## config.mk

```make
export PLATFORM = sky130hd
export DESIGN_NAME = demux_1a2_reg
export DESIGN_NICKNAME = d
export VERILOG_FILES = /design/src/rtl/demux_1a2_reg.sv
export SDC_FILE = /design/constraint.sdc
export NUM_CORES = 1
export LEC_CHECK = 0
export CORE_MARGIN = 2
export CORE_UTILIZATION = 42
export DETAILED_ROUTE_END_ITERATION = 8
export PLACE_DENSITY = 0.66
export SLEW_MARGIN = 20
export SYNTH_ARGS = -nofsm -noshare
export SYNTH_HDL_FRONTEND = slang
export SYNTH_SLANG_ARGS = --single-unit
```

## constraint.sdc

```tcl
create_clock -name clk -period 4.8 [get_ports clk]
set_input_delay 0.96 -clock clk [delete_from_list [all_inputs] [get_ports clk]]
set_output_delay 0.96 -clock clk [all_outputs]
set_load 0.03 [all_outputs]
```

## src/rtl/demux_1a2_reg.sv

```systemverilog
// Registered 1-to-2 demultiplexer. It routes each input word to one of two
// DEPTH-entry FIFOs, and each FIFO drives its own valid/ready output port.
`timescale 1ns/1ps
module demux_1a2_reg #(
  parameter int WIDTH = 32,
  parameter int DEPTH = 2,
  parameter int CW    = $clog2(DEPTH + 1)
) (
  input  logic             clk,
  input  logic             rst_n,
  input  logic [WIDTH-1:0] Entrada,
  input  logic             Entrada_valid,
  input  logic             DEST_SEL,
  output logic             Entrada_ready,
  output logic [WIDTH-1:0] Salida1,
  output logic             Salida1_valid,
  input  logic             Salida1_ready,
  output logic [WIDTH-1:0] Salida2,
  output logic             Salida2_valid,
  input  logic             Salida2_ready,
  output logic [CW-1:0]    Cuenta1,
  output logic [CW-1:0]    Cuenta2
);

  localparam int PW = $clog2(DEPTH);

  typedef enum logic [1:0] {
    ST_EMPTY,
    ST_PARTIAL,
    ST_FULL
  } fifo_state_e;

  logic [WIDTH-1:0]       mem_q [2][DEPTH];
  logic [1:0][PW-1:0]     wr_ptr_q, wr_ptr_d;
  logic [1:0][PW-1:0]     rd_ptr_q, rd_ptr_d;
  logic [1:0][CW-1:0]     cnt_q, cnt_d;
  fifo_state_e            fifo_state [2];
  logic [1:0]             full, empty, push, pop, out_ready;

  assign out_ready = {Salida2_ready, Salida1_ready};

  // The FIFO state is a pure function of the occupancy count. It keeps no
  // register of its own, so it can never disagree with Cuenta.
  always_comb begin
    // NOTE: every variable gets a value before any branch. A path that
    // assigned nothing would make synthesis infer a latch.
    full  = '0;
    empty = '0;
    for (int i = 0; i < 2; i++) begin
      fifo_state[i] = ST_PARTIAL;
      if (cnt_q[i] == '0)
        fifo_state[i] = ST_EMPTY;
      else if (cnt_q[i] == CW'(DEPTH))
        fifo_state[i] = ST_FULL;
      full[i]  = (fifo_state[i] == ST_FULL);
      empty[i] = (fifo_state[i] == ST_EMPTY);
    end
  end

  // Ready looks only at the selected FIFO's own count. It never looks at the
  // consumer ready inputs, so no combinational path runs from output to input.
  assign Entrada_ready = !full[DEST_SEL];

  always_comb begin
    push     = '0;
    pop      = '0;
    wr_ptr_d = wr_ptr_q;
    rd_ptr_d = rd_ptr_q;
    cnt_d    = cnt_q;
    for (int i = 0; i < 2; i++) begin
      push[i] = Entrada_valid && Entrada_ready && (DEST_SEL == 1'(i));
      pop[i]  = !empty[i] && out_ready[i];
      if (push[i]) wr_ptr_d[i] = wr_ptr_q[i] + PW'(1);
      if (pop[i])  rd_ptr_d[i] = rd_ptr_q[i] + PW'(1);
      unique case ({push[i], pop[i]})
        2'b10:   cnt_d[i] = cnt_q[i] + CW'(1);
        2'b01:   cnt_d[i] = cnt_q[i] - CW'(1);
        default: cnt_d[i] = cnt_q[i];
      endcase
    end
  end

  // NOTE: sequential state uses non-blocking assignments only. Every flop
  // then samples its pre-edge value, whatever order the blocks run in.
  always_ff @(posedge clk or negedge rst_n) begin
    if (!rst_n) begin
      wr_ptr_q <= '0;
      rd_ptr_q <= '0;
      cnt_q    <= '0;
    end else begin
      wr_ptr_q <= wr_ptr_d;
      rd_ptr_q <= rd_ptr_d;
      cnt_q    <= cnt_d;
    end
  end

  // NOTE: the storage array has no reset. Its contents matter only while the
  // count says they are valid, and the output gating below hides them otherwise.
  always_ff @(posedge clk) begin
    for (int i = 0; i < 2; i++)
      if (push[i]) mem_q[i][wr_ptr_q[i]] <= Entrada;
  end

  assign Salida1_valid = !empty[0];
  assign Salida2_valid = !empty[1];
  assign Salida1       = Salida1_valid ? mem_q[0][rd_ptr_q[0]] : '0;
  assign Salida2       = Salida2_valid ? mem_q[1][rd_ptr_q[1]] : '0;
  assign Cuenta1       = cnt_q[0];
  assign Cuenta2       = cnt_q[1];

endmodule

```

# Word level (Yosys, flattened, before mapping)
# Memory sizes are Yosys's and may differ from the RTL's.
# Cells that the tools add are included.
# op_classes
n_eq_ne	8
bitwise	5
order_cmp	7
mul	0
shift	0
n_addsub	8
n_reduce_logical	17
mux	27
n_div	0
# op_table
operator	n
$mux 32	10
$mux 64	4
$demux 32 s1	2
$reduce_or 64->1	1
$eq 2x2->1 const B	6
$ge 2x2->1 const B	4
$logic_not 2->1	4
$mux 2	4
$not 1->2	4
$pmux 2 s2	2
$logic_and 1x1->1	7
$mux 1	5
$add 1x1->1 const B	4
$add 2x1->2 const B	2
$eq 2x1->1 const B	2
$lt 2x1->1 const B	2
$reduce_bool 2->1	2
$sub 2x1->2 const B	2
$logic_not 1->1	3
$lt 1x2->1 const B	1
$not 1->1	1
# word_totals
rom_bits	0
latchBits	0
ramBits	128
n_memories	1
wordCells	79
out_inout_bits	71
in_bits	38
regBits	8
# memory_table
name	words	word_bits	read_ports	rd_clocked_by_memory_dff	write_ports	line_no	source
mem_q	2	64	2	0	1	33	logic [WIDTH-1:0] mem_q [2][DEPTH];

# Depth between registers and ports, before layout
# Gate-level depths: netlist of the first run.
# logic_depth
ltp_word	13
depth_mapped	7
mapped_depth_nobuf	7

# Worst setup path after synthesis of the first run
# Ideal clock, no wire load.
# synth_timing
path_kind	input to register
startpoint	input DEST_SEL
endpoint	memory mem_q[0][0] (netlist name) (enable)
setup_time_ps	421
n_path_buf	0
t_arrival_ps	2571
path_slack_ps	1808
path_stages	2
required_time_ps	4379
path_cell_list	nand3b_2 -> nor2_1
# synth_between
elab_chain_cells	9
word_cells_on_any_way	14
classes_between	8 x mux; 1 x bitwise; 5 x reduce/logical
# synth_rtl
item	line_no	source
start: declaration	13	input logic DEST_SEL,
$mux 1 (implied by the code) (2 in series)	62	assign Entrada_ready = !full[DEST_SEL];
$logic_not 1->1	62	
$logic_and 1x1->1 (2 in series)	71	push[i] = Entrada_valid && Entrada_ready && (DEST_SEL == 1'(i));
$mux 1	101	if (push[i]) mem_q[i][wr_ptr_q[i]] <= Entrada;
$mux 64 (implied by the code)	101	
$reduce_or 64->1 (no source line)	--	
$mux 1 (no source line) or $mux 64 (tied branches)	--	
end: declaration	33	
# Parallel ways exist; a longest one is shown, timed or not. The select of a mux whose other input is x is not followed.

# Worst setup path after layout of the first run
# layout_timing
startpoint	register rd_ptr_q[1] (netlist name)
endpoint	output Salida2[20]
# layout_between
elab_chain_cells	5
# layout_rtl
item	line_no	source
start: declaration	35	logic [1:0][PW-1:0] rd_ptr_q, rd_ptr_d;
start signal: assignment	92	rd_ptr_q <= rd_ptr_d;
$not 1->2 (implied by the code)	107	assign Salida2 = Salida2_valid ? mem_q[1][rd_ptr_q[1]] : '0;
$mux 32 (implied by the code) (3 in series)	107	
$mux 32	107	
end: declaration	18	output logic [WIDTH-1:0] Salida2,
# Every way passes these cells. The select of a mux whose other input is x is not followed.

==> results.yml, run 1 <==
outcome:
  status: "completed"
finish:
  area_growth_pct: 34.9
  layout.cells.non_filler: 606
  n_antenna_cell: 0
  drive_gt1_frac: 0.0959
  layout.nets: 465
  final_core_util: 0.587
synth:
  synth.distinct_cells: 17
  syn_avg_cell_area_sq_um: 17.1
  yosys_warnings: 0
  synth_area_leaders: "edfxtp_1 73%, mux2i_1 12%, nor2_1 5.0%"
  yosysTopAreaCell: "edfxtp_1"
  ys_ff_latch: 136
  syn-num-nets: 349
  netlist.area_leader.share: 0.729
  yosysSeqAreaShare: 0.767
  synthCells: 309
  syn-cell-area_sq_mm: 0.00527
sta:
  fmax_mhz: 282
  tightest_slew_ns: 1.09
  period_share: 0.739
  hold_viol: 0
  drv_slew: 0
  rsz0062_at_grt: "false"
  maxSlewHeadroom: 0.273
  post-route-min-period_ns: 3.55
  worst_slack_ns: 1.25
  setup_viol: 0
  finalSetupTns_ns: 0
  hold_slack_ns: 0.550
  clock_skew_ns: 0.00508
hold_path:
  hold_start: "wr_ptr_q[0]"
  hold_end: "wr_ptr_q[0]"
  min_path_type: "register to register"
  hold_depth: 1
clock_network:
  numCtsBuffers: 17
  worstSkewPairLatency_ns: 0.41
  cts-root-buf: "clkbuf_16"
  clkSinkCount: 136
  cts_tree: "built"
  htreeDepth: 4
  post_cts_resized: 0
  clockBufferDepth: 2
  hold_buffers: 0
  post_cts_buffers: 0
  clk_pin_slew_ns: 0.05
run:
  cap_violations: 0
routing:
  drtPass1Iterations: 4
  drtAntennaViolNets: 0
  wirelength_um: 10300
  drt-initial-drc-count: 99
  via_per_inst: 4.80
  vias: 2911
  drc: 0
  drt-wirelength-per-cell_um: 17.1
floorplan:
  die_area_sq_mm: 0.0135
  die_w_um: 116
  io_pins: 109
  fp-row-count: 40
  initial_core_util: 0.435
  die_h_um: 116
  coreArea_sq_mm: 0.0121
global_route:
  antenna_found_initial: 1
  grt_util_all_layers: 0.161
  grt.overflow.total: 0
  grt_pass1_wl_um: 15700
  grt_max_degree: 34
  first_global_vias: 2946
worst_setup_path:
  crit_path_max_fanout: 33
  critical_path_class: "register to output pin"
  reg2reg_to: "Cuenta2[1]"
  reg2reg_depth: 6
  rrSetupSlack_ns: 2.59
  cp_data_required_time_ns: 3.84
  startpoint_type: "register"
  critPathCaptureType: "output pin"
  crit_arrival_ns: 2.59
  reg2reg_from: "Cuenta2[1]"
place:
  dp_hpwl_um: 5900
  routabilityCongestion: 0.706
  port-buffer-count: 108
  place_ws_ns: 1.44
  placed_cells: 571
power_and_ir_drop:
  powerDensity_mw_per_mm2: 697
  leakage_nw: 2.60
  ir_drop_mv: 0.398
[power by group]
| part | total, mW | leakage (nW) | switching [mW] | internal, mW |
|---|---|---|---|---|
| clock network | 1.19 | 0.270 | 0.442 | 0.751 |
| logic | 2.04 | 1.07 | 1.17 | 0.873 |
| registers | 1.72 | 1.26 | 0.229 | 1.49 |
| total | 4.95 | 2.60 | 1.84 | 3.11 |
[logic make-up after synthesis]
| group | after synthesis | synth area share |
|---|---|---|
| DFF | 136 | 0.767 |
| and+or+nand+nor | 78 | 0.0638 |
| muxes | 65 | 0.124 |
| buffers and inverters | 18 | 0.0242 |
| xor gates and xnor gates | 10 | 0.0166 |
| adders and majority gates | 2 | 0.00475 |
[cells in the final DEF, fill, tap and decap left out, types with 3 or more instances in the layout]
cell             synthesis  routed
clkbuf_16                0      17
mux2i_1                 64      64
clkbuf_1                 0       3
nor2_1                  70      66
clkdlybuf4s50_1          0     108
xnor2_1                  6       6
clkinv_1                 0       3
edfxtp_1               128     128
dfrtp_1                  8       6
buf_16                   0       3
nor2_4                   2       6
xor2_1                   4       4
inv_1                    4       4
clkinv_2                 0       6
[through the flow]
step	cell area [sq um]	total power, mW
floorplan	5270	2.97
global placement	6480	3.76
detailed placement	6480	3.78
CTS	7030	4.98
global route	7110	5.19
finish	7110	4.95
[flip-flops by register name, indices dropped and copies added, names as in the netlist]
name and flops:
Cuenta1 2, mem_q 128, rd_ptr_q 2, Cuenta2 2, wr_ptr_q 2
[critical path, stage by stage (launching register included)]
cell and delay [ns]:
dfrtp_2 1.07, mux2i_1 0.19, nor2_1 0.17, clkdlybuf4s50_1 0.70
[synth_stat cells, drive strengths merged]
cell,count
nand2b,2
and2,2
xnor2,6
ha,2
buf,14
nand3,1
nor2,72
xor2,4
mux2,1
edfxtp,128
mux2i,64
nand3b,1
dfrtp,8
inv,4
[worst max-delay path by stage]
stage,from,to,slack (ns)
finish,rd_ptr_q[1],Salida2[20],1.25
global route,rd_ptr_q[1],Salida2[20],1.14
CTS,rd_ptr_q[1],Salida2[5],1.23
detailed placement,DEST_SEL,Entrada_ready,1.44
global placement,DEST_SEL,Entrada_ready,1.45
floorplan,DEST_SEL,mem_q[0][0],1.81
[cell type report]
type                    instances  area (sq um)
multi-input cells             155          1130
clock buffers                  20           437
well taps                     168           210
clock inverters                12           109
inverters                       4          15.0
repair buffers                111          1160
fillers                       968          5000
flip-flops and latches        136          4050
[routing by layer]
metal	global-route usage	wire (um)	vias up
li1	-	-	1360
met1	0.191	4370	1451
met2	0.265	5300	93
met3	0.0638	605	7
met4	0.0643	73	0
met5	0	0	-
Note: power is estimated with default switching activity, not from simulation.
==> inputs of run 2 (changes only) <==
Clock period 4.8 ns to 3.68 ns, I/O delays scaled along.
==> results.yml, run 2 (same netlist as run 1, synthesis figures left out) <==
outcome:
  status: "completed"
routing:
  via_per_inst: 4.71
  drt-initial-drc-count: 123
  wirelength_um: 10600
  drt-wirelength-per-cell_um: 17.3
  drtAntennaViolNets: 0
  drtPass1Iterations: 4
  drc: 0
  vias: 2885
clock_network:
  clkSinkCount: 136
  cts_tree: "built"
  hold_buffers: 0
  htreeDepth: 4
  numCtsBuffers: 17
  post_cts_buffers: 0
  clk_pin_slew_ns: 0.06
  cts-root-buf: "clkbuf_16"
  post_cts_resized: 0
  worstSkewPairLatency_ns: 0.42
  clockBufferDepth: 2
sta:
  post-route-min-period_ns: 3.08
  setup_viol: 0
  clock_skew_ns: 0.0196
  period_share: 0.838
  drv_slew: 0
  hold_viol: 0
  rsz0062_at_grt: "false"
  finalSetupTns_ns: 0
  tightest_slew_ns: 0.508
  maxSlewHeadroom: 0.661
  fmax_mhz: 324
worst_setup_path:
  critPathCaptureType: "output pin"
  worstSetupStartpoint: "rd_ptr_q[0]"
  crit_path_max_fanout: 20
  critical_path_class: "register to output pin"
  reg2reg_from: "Cuenta2[1]"
  crit_arrival_ns: 2.35
  cp_data_required_time_ns: 2.94
  reg2reg_depth: 7
  startpoint_type: "register"
finish:
  layout.cells.non_filler: 612
  final_core_util: 0.591
  largest_register_ffs: 128
  drive_gt1_frac: 0.115
  n_fill_cell: 964
  layout.nets: 472
  area_growth_pct: 35.7
  regArea_sq_mm: 0.00405
  final_cell_mix: "128 x edfxtp_1, 108 x clkdlybuf4s50_1, 66 x nor2_1, 64 x mux2i_1, 17 x clkbuf_16"
  final_common_cell: "edfxtp_1"
  n_antenna_cell: 0
  fin_area_sq_mm: 0.00716
  multi_input_area_sq_mm: 0.00113
place:
  placed_cells: 581
  port-buffer-count: 108
  dp_hpwl_um: 6550
  routabilityCongestion: 0.734
  dpl_cell_area_sq_mm: 0.00660
run:
  cap_violations: 0
global_route:
  antenna_found_initial: 0
  grt_util_all_layers: 0.165
  grt.overflow.total: 0
  first_global_vias: 2987
  grt_max_degree: 34
  grt_pass1_wl_um: 15800
floorplan:
  initial_core_util: 0.435
  fp-row-count: 40
  io_pins: 109
  coreArea_sq_mm: 0.0121
  die_w_um: 116
  die_h_um: 116
  die_area_sq_mm: 0.0135
hold_path:
  hold_depth: 1
  min_path_type: "register to register"
  hold_start: "wr_ptr_q[1]"
power_and_ir_drop:
  ir_drop_mv: 0.526
  finalPower_mw: 6.54
  powerDensity_mw_per_mm2: 914
  leakage_nw: 2.63
-- run 2: per-layer routing --
| metal | up-vias | global-route usage | wire (um) |
|---|---|---|---|
| met5 | - | 0 | 0 |
| met4 | 0 | 0.0667 | 176 |
| met3 | 11 | 0.0502 | 525 |
| met2 | 81 | 0.275 | 5300 |
| met1 | 1423 | 0.202 | 4570 |
| li1 | 1370 | - | - |
-- run 2: layout make-up --
cell class,instances,share of cell area
inverters,4,0.00210
clock buffers,17,0.0594
well taps,168,0.0294
clock inverters,14,0.0189
multi-input cells,155,0.158
flip-flops and latches,136,0.565
repair buffers,118,0.167
-- run 2: path summary, 6_finish.rpt --
kind	endpoint	slack [ns]
setup / recovery	Salida1[27]	0.60
hold / removal	wr_ptr_q[1]	0.55
setup reg to reg	Cuenta2[1]	1.53
hold reg to reg	wr_ptr_q[1]	0.55
max in group asynchronous	rd_ptr_q[1]	2.76
min in group asynchronous	rd_ptr_q[0]	0.61
-- run 2: power by group --
group / switching, mW / internal, mW
Combinational: 1.66 / 1.16
Sequential: 0.188 / 1.94
Clock: 0.605 / 0.982
-- run 2: stage by stage --
step	hold WS [ns]	worst slack (ns)
2_1_floorplan	0.440	0.912
3_3_place_gp	0.534	0.768
3_5_place_dp	0.542	0.762
4_1_cts	0.554	0.560
5_1_grt	0.574	0.482
6_report	0.548	0.598
-- run 2: critical path: stages, from the launching register on --
cell,delay [ns]
dfrtp_2,0.68
buf_12,0.27
mux2i_1,0.10
nor2_1,0.16
clkdlybuf4s50_1,0.71
